### src/rtl/volume_request_arbiter_if.sv
// Volume-side request/ack signals and firmware-facing command signals of the
// volume request arbiter, bundled for the arbiter (slave) and its driver (master).
interface volume_request_arbiter_if;
   logic [1:0]       vol_ready;
   logic [1:0]       vol_rd;
   logic [1:0]       vol_wr;
   logic [1:0][31:0] vol_lba;
   logic [1:0][5:0]  vol_blk_cnt;
   logic [1:0]       vol_ack;
   logic             cmd_valid;
   logic             cmd_vol;
   logic             cmd_wr;
   logic [31:0]      cmd_lba;
   logic [5:0]       cmd_blk_cnt;
   logic             cmd_done;
   logic             busy;
   logic             timeout_err;
   logic             err_clr;

   modport slave (
      input  vol_ready, vol_rd, vol_wr, vol_lba, vol_blk_cnt, cmd_done, err_clr,
      output vol_ack, cmd_valid, cmd_vol, cmd_wr, cmd_lba, cmd_blk_cnt, busy, timeout_err
   );

   modport master (
      output vol_ready, vol_rd, vol_wr, vol_lba, vol_blk_cnt, cmd_done, err_clr,
      input  vol_ack, cmd_valid, cmd_vol, cmd_wr, cmd_lba, cmd_blk_cnt, busy, timeout_err
   );
endinterface

### src/rtl/volume_request_arbiter.sv
// Round-robin arbiter presenting one volume block-I/O command at a time to firmware.
// Optional outstanding-command timeout enabled by defining VOLUME_ARB_TIMEOUT_EN.
//
// state   | meaning
// --------+-------------------------------------------------------------
// S_IDLE  | no command outstanding, arbitrating eligible volumes
// S_GRANT | latched command presented to firmware, awaiting cmd_done
// S_ACK   | ack held to granted volume until it drops rd and wr
module volume_request_arbiter #(
   parameter int unsigned TIMEOUT_CYCLES = 27_000_000
) (
   input logic                      clk,
   input logic                      reset,
   volume_request_arbiter_if.slave  bus
);

   typedef enum logic [1:0] {S_IDLE, S_GRANT, S_ACK} state_t;

   state_t      state_q, state_d;
   logic        last_grant_q, last_grant_d;
   logic        cmd_vol_q, cmd_vol_d;
   logic        cmd_wr_q, cmd_wr_d;
   logic [31:0] cmd_lba_q, cmd_lba_d;
   logic [5:0]  cmd_blk_cnt_q, cmd_blk_cnt_d;

   logic [1:0]  elig;
   logic        pick;
   logic        gnt_active;
   logic        gnt_released;
   logic        timeout_hit;

   assign elig         = bus.vol_ready & (bus.vol_rd | bus.vol_wr);
   // On a tie the volume opposite the previous winner goes next.
   assign pick         = (elig == 2'b11) ? ~last_grant_q : elig[1];
   assign gnt_released = ~(bus.vol_rd[cmd_vol_q] | bus.vol_wr[cmd_vol_q]);
   assign gnt_active   = bus.vol_ready[cmd_vol_q] & ~gnt_released;

   always_comb begin
      state_d       = state_q;
      last_grant_d  = last_grant_q;
      cmd_vol_d     = cmd_vol_q;
      cmd_wr_d      = cmd_wr_q;
      cmd_lba_d     = cmd_lba_q;
      cmd_blk_cnt_d = cmd_blk_cnt_q;
      case (state_q)
         S_IDLE: begin
            if (|elig) begin
               cmd_vol_d     = pick;
               cmd_wr_d      = bus.vol_wr[pick];
               cmd_lba_d     = bus.vol_lba[pick];
               cmd_blk_cnt_d = bus.vol_blk_cnt[pick];
               last_grant_d  = pick;
               state_d       = S_GRANT;
            end
         end
         S_GRANT: begin
            // Requester withdrawal beats a coincident completion.
            if (!gnt_active)
               state_d = S_IDLE;
            else if (bus.cmd_done || timeout_hit)
               state_d = S_ACK;
         end
         S_ACK: begin
            if (gnt_released)
               state_d = S_IDLE;
         end
         default: state_d = S_IDLE;
      endcase
   end

   always_ff @(posedge clk or posedge reset) begin
      if (reset) begin
         state_q       <= S_IDLE;
         last_grant_q  <= 1'b1;
         cmd_vol_q     <= 1'b0;
         cmd_wr_q      <= 1'b0;
         cmd_lba_q     <= '0;
         cmd_blk_cnt_q <= '0;
      end else begin
         state_q       <= state_d;
         last_grant_q  <= last_grant_d;
         cmd_vol_q     <= cmd_vol_d;
         cmd_wr_q      <= cmd_wr_d;
         cmd_lba_q     <= cmd_lba_d;
         cmd_blk_cnt_q <= cmd_blk_cnt_d;
      end
   end

`ifdef VOLUME_ARB_TIMEOUT_EN
   localparam logic [31:0] TC_LAST = TIMEOUT_CYCLES - 32'd1;

   logic [31:0] cnt_q, cnt_d;
   logic        err_q, err_d;

   assign timeout_hit = (cnt_q == TC_LAST);

   always_comb begin
      cnt_d = (state_q == S_GRANT) ? cnt_q + 32'd1 : '0;
      err_d = err_q;
      if (bus.err_clr)
         err_d = 1'b0;
      // Forced completion: leaving GRANT for ACK without a firmware strobe.
      if (state_q == S_GRANT && state_d == S_ACK && !bus.cmd_done)
         err_d = 1'b1;
   end

   always_ff @(posedge clk or posedge reset) begin
      if (reset) begin
         cnt_q <= '0;
         err_q <= 1'b0;
      end else begin
         cnt_q <= cnt_d;
         err_q <= err_d;
      end
   end

   assign bus.timeout_err = err_q;
`else
   logic unused_cfg;

   assign timeout_hit     = 1'b0;
   assign unused_cfg      = bus.err_clr ^ (TIMEOUT_CYCLES == 0);
   assign bus.timeout_err = 1'b0;
`endif

   assign bus.cmd_valid   = (state_q == S_GRANT);
   assign bus.busy        = (state_q != S_IDLE);
   assign bus.vol_ack     = (state_q != S_ACK) ? 2'b00 : (cmd_vol_q ? 2'b10 : 2'b01);
   assign bus.cmd_vol     = cmd_vol_q;
   assign bus.cmd_wr      = cmd_wr_q;
   assign bus.cmd_lba     = cmd_lba_q;
   assign bus.cmd_blk_cnt = cmd_blk_cnt_q;

endmodule
### src/flat_wrapper.sv
// flat-port wrapper written by rule: the top's interface ports become plain ports
module volume_request_arbiter_flat 
#(
   parameter int unsigned TIMEOUT_CYCLES = 27_000_000
)
  (clk, reset, bus_vol_ready, bus_vol_rd, bus_vol_wr, bus_vol_lba, bus_vol_blk_cnt, bus_cmd_done, bus_err_clr, bus_vol_ack, bus_cmd_valid, bus_cmd_vol, bus_cmd_wr, bus_cmd_lba, bus_cmd_blk_cnt, bus_busy, bus_timeout_err);
  volume_request_arbiter_if bus_i ();
  input logic clk;
  input logic reset;
  input wire logic [$bits(bus_i.vol_ready)-1:0] bus_vol_ready;
  input wire logic [$bits(bus_i.vol_rd)-1:0] bus_vol_rd;
  input wire logic [$bits(bus_i.vol_wr)-1:0] bus_vol_wr;
  input wire logic [$bits(bus_i.vol_lba)-1:0] bus_vol_lba;
  input wire logic [$bits(bus_i.vol_blk_cnt)-1:0] bus_vol_blk_cnt;
  input wire logic [$bits(bus_i.cmd_done)-1:0] bus_cmd_done;
  input wire logic [$bits(bus_i.err_clr)-1:0] bus_err_clr;
  output wire logic [$bits(bus_i.vol_ack)-1:0] bus_vol_ack;
  output wire logic [$bits(bus_i.cmd_valid)-1:0] bus_cmd_valid;
  output wire logic [$bits(bus_i.cmd_vol)-1:0] bus_cmd_vol;
  output wire logic [$bits(bus_i.cmd_wr)-1:0] bus_cmd_wr;
  output wire logic [$bits(bus_i.cmd_lba)-1:0] bus_cmd_lba;
  output wire logic [$bits(bus_i.cmd_blk_cnt)-1:0] bus_cmd_blk_cnt;
  output wire logic [$bits(bus_i.busy)-1:0] bus_busy;
  output wire logic [$bits(bus_i.timeout_err)-1:0] bus_timeout_err;
  assign bus_i.vol_ready = bus_vol_ready;
  assign bus_i.vol_rd = bus_vol_rd;
  assign bus_i.vol_wr = bus_vol_wr;
  assign bus_i.vol_lba = bus_vol_lba;
  assign bus_i.vol_blk_cnt = bus_vol_blk_cnt;
  assign bus_i.cmd_done = bus_cmd_done;
  assign bus_i.err_clr = bus_err_clr;
  assign bus_vol_ack = bus_i.vol_ack;
  assign bus_cmd_valid = bus_i.cmd_valid;
  assign bus_cmd_vol = bus_i.cmd_vol;
  assign bus_cmd_wr = bus_i.cmd_wr;
  assign bus_cmd_lba = bus_i.cmd_lba;
  assign bus_cmd_blk_cnt = bus_i.cmd_blk_cnt;
  assign bus_busy = bus_i.busy;
  assign bus_timeout_err = bus_i.timeout_err;
  volume_request_arbiter #(.TIMEOUT_CYCLES(TIMEOUT_CYCLES)) u_core (.clk(clk), .reset(reset), .bus(bus_i));
endmodule
### config.mk
export PLATFORM = sky130hd
export DESIGN_NAME = volume_request_arbiter_flat
export DESIGN_NICKNAME = d
export VERILOG_FILES = /design/src/rtl/volume_request_arbiter_if.sv /design/src/rtl/volume_request_arbiter.sv /design/src/flat_wrapper.sv
export SDC_FILE = /design/constraint.sdc
export NUM_CORES = 1
export LEC_CHECK = 0
export ABC_CLOCK_PERIOD_IN_PS = 1600
export CAP_MARGIN = 20
export CELL_PAD_IN_SITES_DETAIL_PLACEMENT = 0
export CELL_PAD_IN_SITES_GLOBAL_PLACEMENT = 2
export CORE_ASPECT_RATIO = 0.9
export CORE_UTILIZATION = 21
export DETAILED_ROUTE_END_ITERATION = 10
export PLACE_DENSITY = 0.81
export SLEW_MARGIN = 10
export SYNTH_ARGS = -nofsm -noshare
export SYNTH_HDL_FRONTEND = slang
export SYNTH_SLANG_ARGS = --single-unit
### constraint.sdc
create_clock -name clk -period 1.6 [get_ports clk]
set_clock_uncertainty 0.05 [all_clocks]
set_input_delay 0.32 -clock clk [delete_from_list [all_inputs] [get_ports clk]]
set_output_delay 0.32 -clock clk [all_outputs]
set_load 0.005 [all_outputs]
==> flow_metrics.tcl, run 1 <==
set metrics [dict create \
    path_buf_inv 3 \
    peakVddDrop_uv 529 \
    die_y_um 99.6 \
    slowest_stage "dfstp_2" \
    cts.sinks 43 \
    drt_iter0_drc 36 \
    clkLatencyLatePin_ps 280 \
    nFillCells 1017 \
    detail-route-antenna-nets 0 \
    root_buffer "clkbuf_16" \
    synth-edff-count 0 \
    die_width_um 110 \
    grt_pass1_vias 1903 \
    powerDensity_nw_per_um2 1480 \
    cts_buffer_depth 2 \
    switching_share_pct 31.9 \
    die_area_um2 11000 \
    finalNetCount 428 \
    setup_viol 0 \
    rsz0062_at_grt "yes" \
    clkSlewWorstSetupHoldPaths_ps 60 \
    synthTopCellsByArea "dfrtp_1 47%, mux2i_1 18%, o21ai_2 11%" \
    portBuffers 128 \
    io_pins 131 \
    fin_crit_sh_pct 97.6 \
    hold_violations 0 \
    setup-tns-final_ps 0 \
    hp-class "in -> async" \
    async_flop_share_pct 100 \
    yosysSeqAreaShare_pct 48.5 \
    grt-ovfl-total 0 \
    cp-end-kind "register" \
    postSynthAreaPerCell_um2 11.1 \
    grt_usage_pct 10.8 \
    ys_seq_elements 43 \
    synth.largest_area_cell "dfrtp_1" \
    max_stage_delay_ps 540 \
    cts_tree "built" \
    worstPathMaxFanout 6 \
    antenna_found_initial 0 \
    grt_pass1_wl_um 9440 \
    leakage_nw 1.82 \
    p_comb_share_pct 52.5 \
    synthTopCellsByCount "42 x dfrtp_1, 41 x nand2_1, 40 x mux2i_1, 29 x o21ai_2, 14 x o21ai_1" \
    crit_type "reg -> reg" \
    synth_cell_types 21 \
    seqPwrFrac_pct 31.5 \
    drv_cap 0 \
    finalPower_mw 6.04 \
    yosys_warnings 0 \
    gp_congestion 0.641 \
    cts_hold_buf 0 \
    n_antenna_cell 0 \
    vias 1927 \
    cts_buffers 5 \
    outcome "finished, final reports clean" \
    crit_arrival_ps 1670 \
    regArea_um2 1080 \
    synth_cells 200 \
    htreeDepth 2 \
    synth.top_cell.area_share_pct 47.3 \
    power_frac_clock_pct 16.1 \
    critPathRequiredTime_ps 1710 \
    cp_common_cell "buf_12" \
    routed_wl_um 6020 \
    cp-start-kind "register" \
    multiInputGateArea_um2 1090 \
    synth.cell_area_um2 2220 \
    wl_per_cell_um 12.8 \
    grt_start_max_net_pins 41 \
    vias_per_cell 4.08 \
    maxSlewViolCount 0 \
    initial_core_util_pct 21.7 \
    power.internal_mw 4.12 \
    first_pass_iters 3 \
    dp_hpwl_um 4160 \
    clock.fmax_mhz 641 \
    synth_fp_nets 286 \
    area_growth_pct 84.1 \
    yosysMostFrequentCell "dfrtp_1" \
    synth_flop_cell "dfrtp_1" \
    fin_crit_ps 1560 \
    path_cells "inv_2 > o21bai_4 > buf_12 > buf_12 > mux2i_2 > o21ai_1" \
    cpLargestDelayFamily "flip-flops" \
    rows 35 \
    core_um2 10200 \
    drc 0 \
    switchingPower_mw 1.93 \
    layout-drive-gt1-share_pct 23.3 \
]
registers in the layout (all words and copies together) (netlist names):
signal / cells
u_core.bus.cmd_lba: 32
u_core.bus.cmd_blk_cnt: 6
u_core.state_q: 2
u_core.bus.cmd_vol: 1
u_core.bus.cmd_wr: 1
u_core.last_grant_q: 1
cell families (layout without fill, tap and decap cells):
kind of cell	after synthesis	after routing	synth area share, %
AOI/OAI and AO/OA	48	48	16.3
DFF	43	43	48.5
muxes	40	40	18.0
other	1	1	0.169
buffers and inverters	20	163	8.28
and+or+nand+nor	48	48	8.68
area by class of cell:
class	count	area share [%]
timing repair buffer	150	39.1
multi-input combinational	137	26.8
inverter	5	0.459
sequential	43	26.4
clock buffer	7	3.24
clock inverter	1	0.122
tap	129	3.95
timing repair:
action                     4_1_cts  5_1_grt
resized for setup               18       21
setup endpoints to repair       22       42
pin swaps                        1        3
cloned                           2        2
setup buffers                    5        3
worst register-to-register path, stage by stage (launching register included):
cell	delay, ps
dfstp_2	540
inv_2	40
o21bai_4	170
buf_12	170
buf_12	150
mux2i_2	240
o21ai_1	80
per-stage QoR:
step	utilization (%)	std cells	setup slack (ps)	hold slack [ps]	cell area [µm²]
2_1_floorplan	-	200	176	371	2220
6_report	39.9	472	38.8	317	4090
3_5_place_dp	35.7	452	-330	415	3650
5_1_grt	39.9	472	-23.5	318	4090
3_3_place_gp	35.7	452	-316	408	3650
4_1_cts	38.4	467	-38.0	315	3930
final timing paths:
path                       cells after the start                   endpoint  slack, ps                    from
max                                            6      u_core.bus.cmd_lba[6]         40     u_core.last_grant_q
min                                            3  u_core.bus.cmd_blk_cnt[2]        320                   reset
max reg2reg                                    6      u_core.bus.cmd_lba[6]         40     u_core.last_grant_q
min reg2reg                                    2     u_core.bus.cmd_lba[26]        420  u_core.bus.cmd_lba[26]
max in group asynchronous                      3      u_core.bus.cmd_lba[9]        890                   reset
min in group clk                               2     u_core.bus.cmd_lba[26]        420  u_core.bus.cmd_lba[26]
routing by layer:
| metal | GRT usage (%) | wire (µm) |
|---|---|---|
| met1 | 13.7 | 2720 |
| met2 | 16.7 | 2690 |
| met3 | 5.12 | 581 |
| met4 | 2.46 | 26 |
| met5 | 0 | 0 |
cell usage in the layout, fill, tap and decap left out, drive strengths merged:
cell	instances
clkdlybuf4s50	118
o21ai	43
dfrtp	42
nand2	41
mux2i	40
buf	19
clkbuf	11
dlygate4sd2	6
inv	5
o31ai	2
nand2b	2
nor2	2
dlymetal6s2s	2
or2	1
a21o	1
o21bai	1
or3	1
o41ai	1
nor2b	1
conb	1
clkinv	1
bufbuf	1
dfstp	1
power by group through the flow:
stage / Combinational [mW] / Sequential [mW] / Clock, mW
2_1_floorplan: 1.42 / 1.96 / 0
3_3_place_gp: 2.94 / 1.91 / 0
3_5_place_dp: 2.95 / 1.93 / 0
4_1_cts: 3.12 / 1.91 / 1.03
5_1_grt: 3.48 / 1.98 / 1.07
6_report: 3.17 / 1.90 / 0.970
(Power assumes the default switching activity.)
==> run 2: changes to the inputs <==
--- a/config.mk
+++ b/config.mk
@@ -13,7 +13,6 @@
 export CORE_UTILIZATION = 21
 export DETAILED_ROUTE_END_ITERATION = 10
 export PLACE_DENSITY = 0.81
-export SLEW_MARGIN = 10
 export SYNTH_ARGS = -nofsm -noshare
 export SYNTH_HDL_FRONTEND = slang
 export SYNTH_SLANG_ARGS = --single-unit
==> results of run 2 <==
The final DEF is identical to that of run 1; final timing and power are the same.
==> run 3: changes to the inputs <==
--- a/config.mk
+++ b/config.mk
@@ -9,7 +9,7 @@
 export CAP_MARGIN = 20
 export CELL_PAD_IN_SITES_DETAIL_PLACEMENT = 0
 export CELL_PAD_IN_SITES_GLOBAL_PLACEMENT = 2
-export CORE_ASPECT_RATIO = 0.9
+export CORE_ASPECT_RATIO = 1.75
 export CORE_UTILIZATION = 21
 export DETAILED_ROUTE_END_ITERATION = 10
 export PLACE_DENSITY = 0.81
==> run 3 against run 2 <==
The run now ends with negative setup slack left. Critical endpoint is now u_core.bus.cmd_lba[30]. Register-to-register slack got worse by 40 ps. Total power grew 3.8%. Routed wire length is 5.3% higher. Worst setup slack got worse by 53 ps. Clock-buffer cell count decreased by 1. Worst hold slack better by 26 ps. Critical path depth is the same.
==> flow_metrics.tcl, run 3 (same netlist as run 1, synthesis figures left out) <==
set metrics [dict create \
    outcome "finished with violations" \
    violations "negative setup slack" \
    r2r_start "u_core.last_grant_q" \
    slowest_stage "clkdlybuf4s50_1" \
    core_um2 10300 \
    multiInputGateArea_um2 1120 \
    clock.fmax_mhz 620 \
    p_comb_share_pct 50.6 \
    utilization_pct 39.9 \
    cp-start-kind "primary input" \
    die_y_um 138 \
    die_width_um 79.7 \
    seqPwrFrac_pct 30.5 \
    cts_hold_buf 0 \
    largest_register_ffs 32 \
    power_frac_clock_pct 19.0 \
    fin_crit_sh_pct 101 \
    hp-class "in -> async" \
    path_cells "clkdlybuf4s50_1 > o21ai_2 > o21bai_4 > bufbuf_16 > mux2i_1 > o21ai_2" \
    drt_iter0_drc 36 \
    cp_common_cell "o21ai_2" \
    clkSlewWorstSetupHoldPaths_ps 60 \
    detail-route-antenna-nets 0 \
    grt_pass1_wl_um 9940 \
    routed_wl_um 6330 \
    rows 49 \
    cts.sinks 43 \
    first_pass_iters 3 \
    regArea_um2 1080 \
    fin_crit_ps 1610 \
    cts_buffers 5 \
    gp_congestion 0.706 \
    hold_violations 0 \
    rsz0062_at_grt "yes" \
    wl_per_cell_um 13.6 \
    r2r.worst_path.cells 5 \
    crit_type "in -> reg" \
    grt_pass1_vias 1960 \
    grt_usage_pct 12.0 \
    r2r-end "u_core.bus.cmd_lba[30]" \
    power.internal_mw 4.30 \
    setup_viol 6 \
    htreeDepth 2 \
    clkLatencyLatePin_ps 280 \
    critPathRequiredTime_ps 1720 \
    layout-drive-gt1-share_pct 24.1 \
    cts_buffer_depth 2 \
    layoutNonFillerInstCount 467 \
    die_area_um2 11000 \
    final_cell_mix "120 x clkdlybuf4s50_1, 41 x nand2_1, 41 x dfrtp_1, 30 x o21ai_2, 25 x mux2i_1" \
    maxSlewViolCount 0 \
    powerDensity_nw_per_um2 1530 \
    switching_share_pct 31.4 \
    finalNetCount 425 \
    crit_arrival_ps 1740 \
    peakVddDrop_uv 663 \
    layout_commonest_cell "clkdlybuf4s50_1" \
    drv_cap 0 \
    initial_core_util_pct 21.6 \
    switchingPower_mw 1.97 \
    worstPathMaxFanout 5 \
    vias_per_cell 4.09 \
    cts_tree "built" \
    worst_slack_ps -14.1 \
    grt_start_max_net_pins 44 \
    dp_hpwl_um 4560 \
    ff2ff_setup_slack_ps 0 \
    leakage_nw 1.81 \
    portBuffers 128 \
    nFillCells 1045 \
    cp-end-kind "register" \
    n_antenna_cell 0 \
    vias 1910 \
    drc 0 \
    io_pins 131 \
    root_buffer "clkbuf_16" \
    area_growth_pct 84.8 \
    antenna_found_initial 0 \
    max_stage_delay_ps 440 \
    dp.cells 452 \
    grt-ovfl-total 0 \
]
## run 3: cell type report
type / instances / area share (%)
clock buffers: 6 / 3.38
clock inverters: 2 / 0.853
inverters: 5 / 0.457
multi-input cells: 137 / 27.4
flip-flops and latches: 43 / 26.3
well taps: 127 / 3.87
repair buffers: 147 / 37.8
## run 3: timing repair
item / in CTS / in global routing
gates resized for setup: 14 / 32
setup endpoints to repair: 8 / 42
pin swaps: 1 / 3
cloned: 2 / 1
setup buffers: 2 / 3
## run 3: per-layer routing
metal | track usage [%] | up-vias | share of wire [%]
met5 | 0 | - | 0
met4 | 4.51 | 0 | 2.0
met3 | 2.77 | 9 | 6.0
met2 | 23.6 | 68 | 61
met1 | 11.4 | 866 | 31
li1 | - | 967 | -
## run 3: worst max-delay path: cells and delay by family
family / cells / cell delay, ps
AOI/OAI and AO/OA: 3 / 410
muxes: 1 / 240
buffers and inverters: 2 / 760
## run 3: power by group through the flow
| stage | registers, mW | logic [mW] | clock network, mW |
|---|---|---|---|
| floorplan | 1.96 | 1.42 | 0 |
| global placement | 1.92 | 2.97 | 0 |
| detailed placement | 1.93 | 3.01 | 0 |
| CTS | 1.91 | 3.15 | 1.24 |
| global route | 1.97 | 3.49 | 1.28 |
| finish | 1.91 | 3.17 | 1.19 |
## run 3: how the worst max path moves through the flow
stage                              startpoint                        end  slack, ps
after floorplan           u_core.last_grant_q  u_core.bus.cmd_blk_cnt[0]        180
after global placement          bus_vol_wr[0]  u_core.bus.cmd_blk_cnt[4]       -310
after detailed placement        bus_vol_wr[0]  u_core.bus.cmd_blk_cnt[4]       -310
after CTS                   u_core.state_q[1]              bus_cmd_valid       -240
after global routing      u_core.last_grant_q      u_core.bus.cmd_lba[5]       -110
final                           bus_vol_rd[1]     u_core.bus.cmd_lba[30]        -10
## run 3: through the flow
stage / power (mW) / hold WS (ps) / instance area (µm²) / setup TNS (ps) / setup WS [ps]
after floorplan: 3.38 / 371 / 2220 / 0 / 176
after global placement: 4.89 / 409 / 3650 / -10370 / -310
after detailed placement: 4.94 / 414 / 3650 / -10740 / -310
after CTS: 6.31 / 346 / 3940 / -2390 / -237
after global routing: 6.75 / 363 / 4110 / -1200 / -110
final: 6.27 / 343 / 4110 / -38.2 / -14.1
